`src/rtl/float_add_arbiter.sv`:
```
// Two-requester round-robin sequencer around one shared 12-bit float adder.
// Float format: [11] sign (always 0), [10:7] exponent, [6:0] mantissa with
// an implicit leading 1. The adder only handles normal operands with
// exp(x) >= exp(y); zero, flush and overflow cases are handled here.
//
// state | meaning
// ------+------------------------------------------------------------
// IDLE  | arbitrate; the granted requester sees ready for one cycle
// ORDER | clear sign bits, put the larger exponent on X, detect zeros
// EXEC  | select adder output or a special-case value into the result
// RESP  | present the result; hold it until the consumer takes it

// Truncating adder; the caller guarantees exp(x) >= exp(y).
module float_add12 (
  input  logic [10:0] x,
  input  logic [10:0] y,
  output logic [11:0] z
);
  logic [3:0] exp_diff;
  logic [7:0] sig_x;
  logic [7:0] sig_y;
  logic [8:0] sum;

  // Align the smaller operand, add, and renormalise on carry-out.
  always_comb begin
    exp_diff = x[10:7] - y[10:7];
    sig_x    = {1'b1, x[6:0]};
    sig_y    = {1'b1, y[6:0]} >> exp_diff;
    sum      = {1'b0, sig_x} + {1'b0, sig_y};
    if (sum[8]) begin
      z = {1'b0, x[10:7] + 4'd1, sum[7:1]};
    end else begin
      z = {1'b0, x[10:7], sum[6:0]};
    end
  end
endmodule

module float_add_arbiter #(
  parameter logic PRIO_INIT = 1'b0
) (
  input  logic        clk,
  input  logic        reset,
  input  logic        req0_valid,
  output logic        req0_ready,
  input  logic [11:0] req0_a,
  input  logic [11:0] req0_b,
  input  logic        req1_valid,
  output logic        req1_ready,
  input  logic [11:0] req1_a,
  input  logic [11:0] req1_b,
  output logic        rsp_valid,
  input  logic        rsp_ready,
  output logic        rsp_id,
  output logic [11:0] rsp_z,
  output logic        rsp_ovf,
  output logic        rsp_flush,
  output logic        busy
);
  typedef enum logic [1:0] {IDLE, ORDER, EXEC, RESP} state_t;

  state_t      state;
  state_t      state_nxt;
  logic        accept;
  logic        gnt;
  logic        last_gnt;
  logic        id_r;
  logic [10:0] a_r;
  logic [10:0] b_r;
  logic [10:0] x_r;
  logic [10:0] y_r;
  logic        zx_r;
  logic        zy_r;
  logic [11:0] z_r;
  logic        ovf_r;
  logic        flush_r;
  logic [11:0] z_add;

  float_add12 u_add (
    .x (x_r),
    .y (y_r),
    .z (z_add)
  );

  // State register.
  always_ff @(posedge clk) begin
    if (reset) begin
      state <= IDLE;
    end else begin
      state <= state_nxt;
    end
  end

  // Next state, round-robin grant and the one-cycle ready pulse.
  always_comb begin
    state_nxt  = state;
    accept     = 1'b0;
    gnt        = 1'b0;
    req0_ready = 1'b0;
    req1_ready = 1'b0;
    case (state)
      IDLE: begin
        if (!reset) begin
          if (req0_valid && req1_valid) begin
            accept = 1'b1;
            gnt    = ~last_gnt;
          end else if (req0_valid) begin
            accept = 1'b1;
            gnt    = 1'b0;
          end else if (req1_valid) begin
            accept = 1'b1;
            gnt    = 1'b1;
          end
        end
        if (accept) begin
          state_nxt  = ORDER;
          req0_ready = ~gnt;
          req1_ready = gnt;
        end
      end
      ORDER:   state_nxt = EXEC;
      EXEC:    state_nxt = RESP;
      RESP:    if (rsp_ready) state_nxt = IDLE;
      default: state_nxt = IDLE;
    endcase
  end

  // Datapath: capture, order, result select and the last-grant pointer.
  always_ff @(posedge clk) begin
    if (reset) begin
      id_r     <= 1'b0;
      a_r      <= '0;
      b_r      <= '0;
      x_r      <= '0;
      y_r      <= '0;
      zx_r     <= 1'b0;
      zy_r     <= 1'b0;
      z_r      <= '0;
      ovf_r    <= 1'b0;
      flush_r  <= 1'b0;
      last_gnt <= ~PRIO_INIT;
    end else begin
      case (state)
        IDLE: begin
          if (accept) begin
            id_r <= gnt;
            a_r  <= gnt ? req1_a[10:0] : req0_a[10:0];
            b_r  <= gnt ? req1_b[10:0] : req0_b[10:0];
          end
        end
        ORDER: begin
          // Sign bits were dropped at capture; equal exponents keep A on X.
          if (a_r[10:7] >= b_r[10:7]) begin
            x_r <= a_r;
            y_r <= b_r;
          end else begin
            x_r <= b_r;
            y_r <= a_r;
          end
          zx_r <= (a_r[10:7] >= b_r[10:7]) ? (a_r == '0) : (b_r == '0);
          zy_r <= (a_r[10:7] >= b_r[10:7]) ? (b_r == '0) : (a_r == '0);
        end
        EXEC: begin
          ovf_r   <= 1'b0;
          flush_r <= 1'b0;
          if (zx_r && zy_r) begin
            z_r <= 12'h000;
          end else if (zx_r || zy_r) begin
            z_r <= {1'b0, (zx_r ? y_r : x_r)};
          end else if (x_r[10:7] == 4'hF && z_add[10:7] == 4'h0) begin
            z_r   <= 12'h7FF;
            ovf_r <= 1'b1;
          end else begin
            z_r     <= z_add;
            flush_r <= ((x_r[10:7] - y_r[10:7]) >= 4'd8);
          end
        end
        RESP: begin
          if (rsp_ready) last_gnt <= id_r;
        end
        default: ;
      endcase
    end
  end

  assign busy      = (state != IDLE);
  assign rsp_valid = (state == RESP);
  assign rsp_id    = id_r;
  assign rsp_z     = z_r;
  assign rsp_ovf   = ovf_r;
  assign rsp_flush = flush_r;
endmodule

```
`config.mk`:
```
export PLATFORM = sky130hd
export DESIGN_NAME = float_add_arbiter
export DESIGN_NICKNAME = d
export VERILOG_FILES = /design/src/rtl/float_add_arbiter.sv
export SDC_FILE = /design/constraint.sdc
export NUM_CORES = 1
export LEC_CHECK = 0
export CORE_UTILIZATION = 53
export CTS_BUF_LIST = sky130_fd_sc_hd__clkbuf_16
export CTS_CLUSTER_DIAMETER = 40
export CTS_CLUSTER_SIZE = 28
export DETAILED_ROUTE_END_ITERATION = 8
export PLACE_DENSITY = 0.84
export SYNTH_ARGS = -nofsm -noshare
export SYNTH_HDL_FRONTEND = slang
export SYNTH_SLANG_ARGS = --single-unit
export TNS_END_PERCENT = 20
```
`constraint.sdc`:
```
create_clock -name clk -period 5.3 [get_ports clk]
set_clock_uncertainty 0.05 [all_clocks]
set_input_delay 0.795 -clock clk [delete_from_list [all_inputs] [get_ports clk]]
set_output_delay 0.795 -clock clk [all_outputs]
set_load 0.01 [all_outputs]
```
==> impl_metrics.ini <==
[detailed_routing]
drtIter0Drc = 201
wl_per_cell_um = 15.3
drt-pass1-iter-count = 4
num_vias = 3667
totalWireLength_um = 9680
drc = 0
vias_per_cell = 5.81
ant_nets = 0

[min_path]
hold_depth = 1
min_path_type = reg2reg

[pwr]
p_leak_nw = 2.05
power.total_mw = 3.64
power.density_nw_per_um2 = 727
ir_worst_vdd_mv = 0.288

[logic_synthesis]
synth-edff-count = 0
ys_seq_elements = 63
seq_area_frac_synth = 0.312
ys.flop_type = dfxtp_1
synth_compound_area_frac = 0.216
synthXorXnorAreaFrac = 0.0127
syn_area_um2 = 4040
synthAdderAreaFrac = 0.0687
synth_cell_types = 56
ys_async_sr_fraction = 0
synth_fp_nets = 551
ys_warn_count = 0
synthMuxAreaShare = 0.153
synth_top_family_by_area = compound AO/OA/AOI/OAI gates
netlist_instances = 477
avgSynthCellArea_um2 = 8.48
synthSimpleGateAreaFrac = 0.180

[floorplan]
std_cell_rows = 31
die_x_um = 89.4
coreArea_um2 = 7330
dieArea_um2 = 7980
ios = 72
die_h_um = 89.4
start_util = 0.552

[cts]
postCtsHoldBufs = 0
numCtsBuffers = 9
clk_latency_ns = 0.33
cts_root_buf = clkbuf_16
cts_tree = yes
post_cts_resized = 0
cts.clk_slew.worst_paths_ns = 0.05
postCtsSetupBuffers = 0
clk_path_buf_depth = 2
numClockSinks = 63
cts_max_level = 3

[sta]
finalMaxSlewViolations = 0
hold_viol = 0
timing.slew.headroom = 0.472
max_slew.worst_pin.slew_ns = 0.788
period_share = 0.851
tns_ns = 0
rsz0062_at_grt = no
finalSetupViolCount = 0
fmax_ghz = 0.222
period_minus_slack_ns = 4.51

[setup_path]
startpoint_type = flop
worstPathRequired_ns = 5.47
path_max_fanout = 11
cp_slowest_stage_delay_ns = 0.77
end_kind = flop
rr_worst_depth = 15
critPathBufInv = 2
criticalPathCategory = reg2reg
cp_top_family = adder cells
crit_chain = inv_1 -> ha_1 -> inv_1 -> fa_1 -> mux4_2 -> mux2i_1 -> nor2_1 -> ha_1 -> fa_1 -> a211oi_1 -> o21ai_1 -> o211ai_1 -> and2_4 -> nor3_1 -> o32ai_1
slowest_stage = fa_1
crit_cells = 15
crit_arrival_ns = 4.69

[layout]
drive_above_1_share = 0.0508
final_nets = 603
areaGrowthSynthToFinish_pct = 23.9
antenna_cells = 0

[placed_design]
dpl.hpwl_um = 6970
gp_congestion = 0.914
io_buffers = 66

[grt]
grt_overflow = 0
grt_pass1_vias = 3375
grt_max_degree = 60
gr-usage-all-layers = 0.262
grt_pass1_wl_um = 16100
antenna_found_initial = 0

[run]
cap_violations = 0

[status]
outcome = finished, final reports clean
-- final timing paths --
check | startpoint | to | slack [ns]
min reg2reg | rsp_z[1] | rsp_z[1] | 0.42
max reg2reg | x_r[7] | rsp_z[7] | 0.79
max | x_r[7] | rsp_z[7] | 0.79
min | rsp_z[1] | rsp_z[1] | 0.42
-- per-layer routing --
layer,part of all wire,routed length (µm),up-vias,global-route usage
met5,0,0,-,0
met4,0.024,229,0,0.104
met3,0.041,394,19,0.0452
met2,0.49,4740,106,0.446
met1,0.45,4320,1703,0.330
li1,-,-,1839,-
-- layout make-up --
| cell class | count | area [µm²] |
|---|---|---|
| flip-flops and latches | 63 | 1260 |
| clock inverters | 5 | 51.3 |
| clock buffers | 9 | 225 |
| fillers | 568 | 2320 |
| repair buffers | 71 | 698 |
| well taps | 99 | 124 |
| multi-input cells | 360 | 2560 |
| inverters | 24 | 90.1 |
-- synth_stat cells, types with 4 or more instances --
library cell  instances  share of area
nor4_1                5         0.0077
nand3_1               5         0.0062
nand2b_1              6         0.0093
o21ai_1               8         0.0099
nand2_1              11          0.010
ha_1                 19          0.059
a211oi_1             33          0.061
nor3_1               11          0.014
nor2b_1              15          0.023
a21oi_1              24          0.030
nand3b_1             24          0.045
dfxtp_1              63           0.31
inv_1                24          0.022
nor2_1               53          0.049
mux2i_1              53           0.13
a21o_1                6          0.011
clkbuf_1             22          0.020
a211o_1               4         0.0087
o21ai_0              36          0.045
a22oi_1               4         0.0074
-- state kept, by name, indices dropped and copies added, names as in the netlist --
register / count
x_r: 11
state: 2
rsp_id: 1
rsp_z: 11
b_r: 11
rsp_flush: 1
last_gnt: 1
a_r: 11
zy_r: 1
y_r: 11
zx_r: 1
rsp_ovf: 1
-- through the flow --
stage / cell area [µm²] / util / hold slack [ns] / worst slack, ns / std cells
2_1_floorplan: 4040 / - / 0.422 / 1.14 / 477
3_3_place_gp: 4730 / 0.646 / 0.405 / 0.944 / 617
3_5_place_dp: 4730 / 0.646 / 0.409 / 0.815 / 617
4_1_cts: 5010 / 0.684 / 0.421 / 0.797 / 631
5_1_grt: 5010 / 0.684 / 0.424 / 0.505 / 631
6_report: 5010 / 0.684 / 0.417 / 0.788 / 631
-- cells by family after synthesis --
kind of cell    Yosys count
xor+xnor                  5
fa+ha+maj                21
mux                      58
buf+inv                  54
other cells               1
compound gates          136
simple gates            139
flops                    63
-- report_power, final --
group	internal, mW	switching, mW
Sequential	0.645	0.211
Clock	0.354	0.203
Combinational	0.986	1.25
-- cell usage in the layout (no fill, tap or decap), drive strengths merged, types with 5 or more instances in the layout --
cell and n:
mux2i 53, nor2b 15, a211oi 34, nand3b 24, nand2b 6, clkdlybuf4s50 66
nand3 5, a21o 6, ha 19, nor2 53, nand2 12, a21oi 25
o21ai 44, inv 24, nor3 11, nor4 5, buf 5, clkbuf 9
dfxtp 63
Note: power is estimated with default switching activity, not from simulation.
